[src/rtl/cpu_pkg.sv]
// Shared widths, MMIO defaults and MEM-stage types for the 8-bit pipeline.
package cpu_pkg;

   localparam int DATA_W    = 8;
   localparam int REGADDR_W = 3;
   localparam int CNT_W     = 3;   // wait-state counter, covers 0..7

   localparam logic [DATA_W-1:0] IO_OUT_ADDR_DEF = 8'hFF;
   localparam logic [DATA_W-1:0] IO_IN_ADDR_DEF  = 8'hFE;

   typedef enum logic {
      MEM_IDLE = 1'b0,
      MEM_WAIT = 1'b1
   } mem_state_t;

   // MEM/WB pipeline register contents
   typedef struct packed {
      logic [DATA_W-1:0]    mem_data;
      logic [DATA_W-1:0]    alu_out;
      logic                 memtoreg;
      logic                 regwrite;
      logic [REGADDR_W-1:0] regwradd;
      logic [DATA_W-1:0]    m2out;
   } memwb_t;

endpackage

[src/rtl/mem_stage_data_ram.sv]
// Data RAM: synchronous write, asynchronous read, contents survive reset.
module data_ram
   import cpu_pkg::*;
#(
   parameter int ADDR_W = 8
) (
   input  logic              clk1,
   input  logic              we,
   input  logic [ADDR_W-1:0] addr,
   input  logic [DATA_W-1:0] wdata,
   output logic [DATA_W-1:0] rdata
);

   logic [DATA_W-1:0] mem [2**ADDR_W];

   // Write port.
   // NOTE: the array has no reset branch; clearing it would need a per-word reset network and RAM macros do not offer one.
   always_ff @(posedge clk1) begin
      if (we) begin
         mem[addr] <= wdata;
      end
   end

   assign rdata = mem[addr];

endmodule

[src/rtl/mem_stage.sv]
// MEM stage: data-memory access, memory-mapped I/O, read wait-states with
// upstream stall, and the MEM/WB pipeline register.
module mem_stage
   import cpu_pkg::*;
#(
   parameter int                ADDR_W      = 8,
   parameter int                WAIT_STATES = 2,
   parameter logic [DATA_W-1:0] IO_OUT_ADDR = IO_OUT_ADDR_DEF,
   parameter logic [DATA_W-1:0] IO_IN_ADDR  = IO_IN_ADDR_DEF
) (
   input  logic                 clk1,
   input  logic                 rst,
   input  logic [DATA_W-1:0]    l3_B,
   input  logic [DATA_W-1:0]    l3_alu_out,
   input  logic                 l3_memwrite,
   input  logic                 l3_memread,
   input  logic                 l3_memtoreg,
   input  logic                 l3_regwrite,
   input  logic [REGADDR_W-1:0] l3_regwradd,
   input  logic [DATA_W-1:0]    l3_m2out,
   input  logic [DATA_W-1:0]    io_in,
   output logic                 stall,
   output logic [DATA_W-1:0]    io_out,
   output logic                 mem_err,
   output logic [DATA_W-1:0]    wb_mem_data,
   output logic [DATA_W-1:0]    wb_alu_out,
   output logic                 wb_memtoreg,
   output logic                 wb_regwrite,
   output logic [REGADDR_W-1:0] wb_regwradd,
   output logic [DATA_W-1:0]    wb_m2out
);

   localparam logic [CNT_W-1:0] CNT_INIT =
      CNT_W'((WAIT_STATES > 0) ? (WAIT_STATES - 1) : 0);

   mem_state_t        state, state_nxt;
   logic [CNT_W-1:0]  cnt, cnt_nxt;
   logic [ADDR_W-1:0] addr;
   logic [DATA_W-1:0] ram_rdata;
   logic              conflict, io_in_hit, io_out_hit, io_load, ram_load, ram_we;
   logic              bubble, capture_ram;
   memwb_t            wb_q;

   assign addr = l3_alu_out[ADDR_W-1:0];

   // Request decode; a simultaneous read+write is treated as a plain store.
   always_comb begin
      conflict   = l3_memread & l3_memwrite;
      io_in_hit  = (l3_alu_out == IO_IN_ADDR);
      io_out_hit = (l3_alu_out == IO_OUT_ADDR);
      io_load    = l3_memread & ~l3_memwrite & io_in_hit;
      ram_load   = l3_memread & ~l3_memwrite & ~io_in_hit;
      ram_we     = l3_memwrite & ~io_out_hit & ~rst;
   end

   data_ram #(.ADDR_W(ADDR_W)) u_ram (
      .clk1  (clk1),
      .we    (ram_we),
      .addr  (addr),
      .wdata (l3_B),
      .rdata (ram_rdata)
   );

   // Wait-state FSM: next state, counter, stall and MEM/WB control.
   // NOTE: every output gets a default before the case so no path leaves a signal unassigned and infers a latch.
   always_comb begin
      state_nxt   = state;
      cnt_nxt     = cnt;
      stall       = 1'b0;
      bubble      = 1'b0;
      capture_ram = 1'b0;
      unique case (state)
         MEM_IDLE: begin
            if (ram_load) begin
               if (WAIT_STATES == 0) begin
                  capture_ram = 1'b1;
               end else begin
                  stall     = 1'b1;
                  bubble    = 1'b1;
                  state_nxt = MEM_WAIT;
                  cnt_nxt   = CNT_INIT;
               end
            end
         end
         MEM_WAIT: begin
            if (cnt != '0) begin
               stall   = 1'b1;
               bubble  = 1'b1;
               cnt_nxt = cnt - 1'b1;
            end else begin
               capture_ram = 1'b1;
               state_nxt   = MEM_IDLE;
            end
         end
      endcase
      if (rst) begin
         stall = 1'b0;
      end
   end

   // FSM state and wait counter.
   // NOTE: clocked state uses non-blocking assignments so every register samples pre-edge values.
   always_ff @(posedge clk1) begin
      if (rst) begin
         state <= MEM_IDLE;
         cnt   <= '0;
      end else begin
         state <= state_nxt;
         cnt   <= cnt_nxt;
      end
   end

   // Memory-mapped output register and sticky read/write conflict flag.
   always_ff @(posedge clk1) begin
      if (rst) begin
         io_out  <= '0;
         mem_err <= 1'b0;
      end else begin
         if (l3_memwrite && io_out_hit) begin
            io_out <= l3_B;
         end
         if (conflict) begin
            mem_err <= 1'b1;
         end
      end
   end

   // MEM/WB register: bubble while waiting, otherwise copy the L3 fields.
   always_ff @(posedge clk1) begin
      if (rst) begin
         wb_q <= '0;
      end else if (bubble) begin
         wb_q.regwrite <= 1'b0;
         wb_q.memtoreg <= 1'b0;
      end else begin
         wb_q.alu_out  <= l3_alu_out;
         wb_q.memtoreg <= l3_memtoreg;
         wb_q.regwrite <= l3_regwrite;
         wb_q.regwradd <= l3_regwradd;
         wb_q.m2out    <= l3_m2out;
         if (capture_ram) begin
            wb_q.mem_data <= ram_rdata;
         end else if (io_load) begin
            wb_q.mem_data <= io_in;
         end
      end
   end

   assign wb_mem_data = wb_q.mem_data;
   assign wb_alu_out  = wb_q.alu_out;
   assign wb_memtoreg = wb_q.memtoreg;
   assign wb_regwrite = wb_q.regwrite;
   assign wb_regwradd = wb_q.regwradd;
   assign wb_m2out    = wb_q.m2out;

endmodule

[config.mk]
export PLATFORM = sky130hd
export DESIGN_NAME = mem_stage
export DESIGN_NICKNAME = d
export VERILOG_FILES = /design/src/rtl/cpu_pkg.sv /design/src/rtl/mem_stage_data_ram.sv /design/src/rtl/mem_stage.sv
export SDC_FILE = /design/constraint.sdc
export NUM_CORES = 2
export LEC_CHECK = 0
export BUFFER_PORTS_ARGS = -buffer_cell sky130_fd_sc_hd__buf_2
export CORE_MARGIN = 4
export CORE_UTILIZATION = 40
export CTS_CLUSTER_SIZE = 14
export DETAILED_ROUTE_END_ITERATION = 8
export REMOVE_ABC_BUFFERS = 1
export SETUP_SLACK_MARGIN = 0.05
export SYNTH_ARGS = -nofsm -noshare
export SYNTH_HDL_FRONTEND = slang
export SYNTH_SLANG_ARGS = --single-unit
[constraint.sdc]
create_clock -name clk1 -period 2.95 [get_ports clk1]
set_input_delay 0 -clock clk1 [delete_from_list [all_inputs] [get_ports clk1]]
set_output_delay 0 -clock clk1 [all_outputs]
set_load 0.005 [all_outputs]
==> summary.txt <==
Most frequent cells in the layout = edfxtp_1 (2048), mux4_2 (497), buf_4 (418)
Post-route DRC = 0
Post-DP Area = 87700 um^2
Fillers = 16305
Rel. slew slack = 15.4%
Wire length of the first global-routing pass = 310 mm
Clock Tree Buf Depth = 3
Fin Setup TNS = 0 ps
GRT Total Usage = 20.6%
Leading area contributor after synthesis = edfxtp_1
Initial core utilization = 40.3%
Share of the synthesized area in the top cell type = 76.3%
CTS tree = done
Final WL = 218 mm
Mapped Area = 80600 um^2
Layout cells sized above 1 = 29.6%
Final core utilization = 47.6%
Initial DRT Pass Iterations = 6
Post-Syn Area per Cell = 21.0 um^2
Clock Sinks = 2090
Status = finished clean
Vias = 41868
Drt wl/cell = 29.8 um
Vias in the first global route = 41922
Core outline area = 200000 um^2
Hold Vio Cnt, Final = 0
Max IR drop VDD = 0.572 mV
Max FO, Critical Path = 17
Asr flop ratio synth = 0%
DP HPWL = 140 mm
CP endpoint kind = flip-flop
Drt initial violations = 4990
H-tree depth = 4
Root buffer cell = clkbuf_16
Worst setup path category = primary input to flip-flop
Synth Instances = 3842
Post-synthesis sequential area ratio = 77.4%
Largest net degree at the start of global routing = 128
Ys flop type = edfxtp_1
Largest cells by area after synthesis = edfxtp_1 (76%), mux4_2 (14%), nor2_1 (1.4%), mux2i_1 (1.3%), dfxtp_1 (1.0%)
Antenna violations before repair = 6
Max Fclk = 0.361 GHz
Startpoint types = primary input
Register bit total from synthesis = 2090
Die area = 209000 um^2
Worst skew pair latency = 830 ps
RSZ-0062 raised after global routing = no
Final Critical Period = 2770 ps
Layout area overhead = 18.2%
Tot Pwr = 61.7 mW
Commonest non-fill, non-tap cell in the layout = edfxtp_1
Die Width = 457 um
Leakage = 30.5 nW
Worst-path clk slew = 60 ps
EDFF count, synth = 2048
Final setup margin = 183 ps
Final period util = 93.8%
Hold crit path type = primary input to flip-flop
Pre-CTS setup slack = -27.2 ps
Nets = 4519
Port bufs = 79
WP data required = 3700 ps
Via-to-Cell Ratio = 5.73
TritonCTS buffer count = 204
RePlAce Congestion = 0.886
Total gr overflow = 0
Finished Cell Area = 95200 um^2
Slew @ Worst Pin = 1260 ps
Synth unique cells = 54
ANT nets after route = 0
Ys Warns = 0
Ports = 80
WP data arrival = 3510 ps
Max-Cap Viols = 0
Cell Pwr Density = 648 nW/um^2
Max-slew violations = 0
Finish-stage setup viols = 0
Num rows = 164
DIE HEIGHT = 457 um
Clock Skews = 52.3 ps
[cells in the mapped netlist (all sizes together), types with 23 or more instances]
library cell  instances
nand2               161
a22oi                25
o221ai               23
o22ai                64
nand3                45
nand4                44
edfxtp             2048
a21oi                31
o22a                 28
nor2                306
dfxtp                42
buf                 126
clkbuf               96
mux2i               106
mux4                497
[critical path: stages]
cell and delay [ps]:
buf_8 280, dlygate4sd3_1 920, buf_4 360, buf_4 190, mux4_2 250, o22ai_1 90
nor3_2 450, o22a_1 200, nand4_1 330, a41oi_1 360
[routing by layer]
metal | vias to the layer above | wire, um | track usage [%]
li1 | 17307 | - | -
met1 | 22286 | 88200 | 28.3
met2 | 1899 | 104000 | 33.0
met3 | 374 | 17900 | 4.27
met4 | 2 | 7430 | 6.81
met5 | - | 20 | 0
[repair_timing]
action | 4_1_cts | 5_1_grt
setup buffers | 1 | 0
pin swaps | 0 | 0
resized for setup | 0 | 4
setup endpoints to repair | 1 | 13
hold endpoints to repair | 761 | 0
hold buffers | 85 | 0
[flip-flops by register name, summed over array words and instances, names as in the netlist]
| register | cells |
|---|---|
| u_ram.mem | 2048 |
| io_out | 8 |
| wb_alu_out | 8 |
| wb_m2out | 8 |
| wb_mem_data | 8 |
| cnt | 3 |
| wb_regwradd | 3 |
| mem_err | 1 |
| state | 1 |
| wb_memtoreg | 1 |
| wb_regwrite | 1 |
[area by class of cell]
cell class	count	area (um^2)	area share, %
antenna	4	10.0	0.0105
clock buffer	258	5340	5.61
sequential	2090	62300	65.5
clock inverter	119	1250	1.31
multi-input combinational	1524	17200	18.0
timing repair buffer	643	5710	6.00
tap	2656	3320	3.49
inverter	13	48.8	0.0513
[worst paths after layout]
kind                                       end  cells after the start  slack, ps     startpoint
worst max register to register  wb_regwradd[0]                     10        190         cnt[0]
worst min-delay path            wb_mem_data[1]                      6         70  l3_alu_out[4]
worst max-delay path            wb_mem_data[5]                     10        180  l3_alu_out[1]
worst min register to register   wb_alu_out[5]                      2        460  wb_alu_out[5]
[metrics by stage]
step	hold WS, ps	std cells
after detailed placement	254	6840
final	73.5	7307
after global routing	45.5	7305
after global placement	243	6840
after CTS	15.4	7303
after floorplan	36.8	3627
[power breakdown]
group / total [mW] / switching, mW / internal [mW]
sequential: 32.7 / 0.0383 / 32.6
combinational: 3.38 / 2.07 / 1.31
clock: 25.6 / 11.1 / 14.5
[cells by family (layout without fill, tap and decap cells)]
group	count (synthesis)	in the layout	share of synthesized area, %
buffers and inverters	235	1033	1.45
other	1	12	0.00465
and+or+nand+nor	628	628	3.35
AOI/OAI and AO/OA	277	277	2.49
adders and majority gates	2	2	0.0311
muxes	609	609	15.3
DFF	2090	2090	77.4
(Power assumes the default switching activity.)
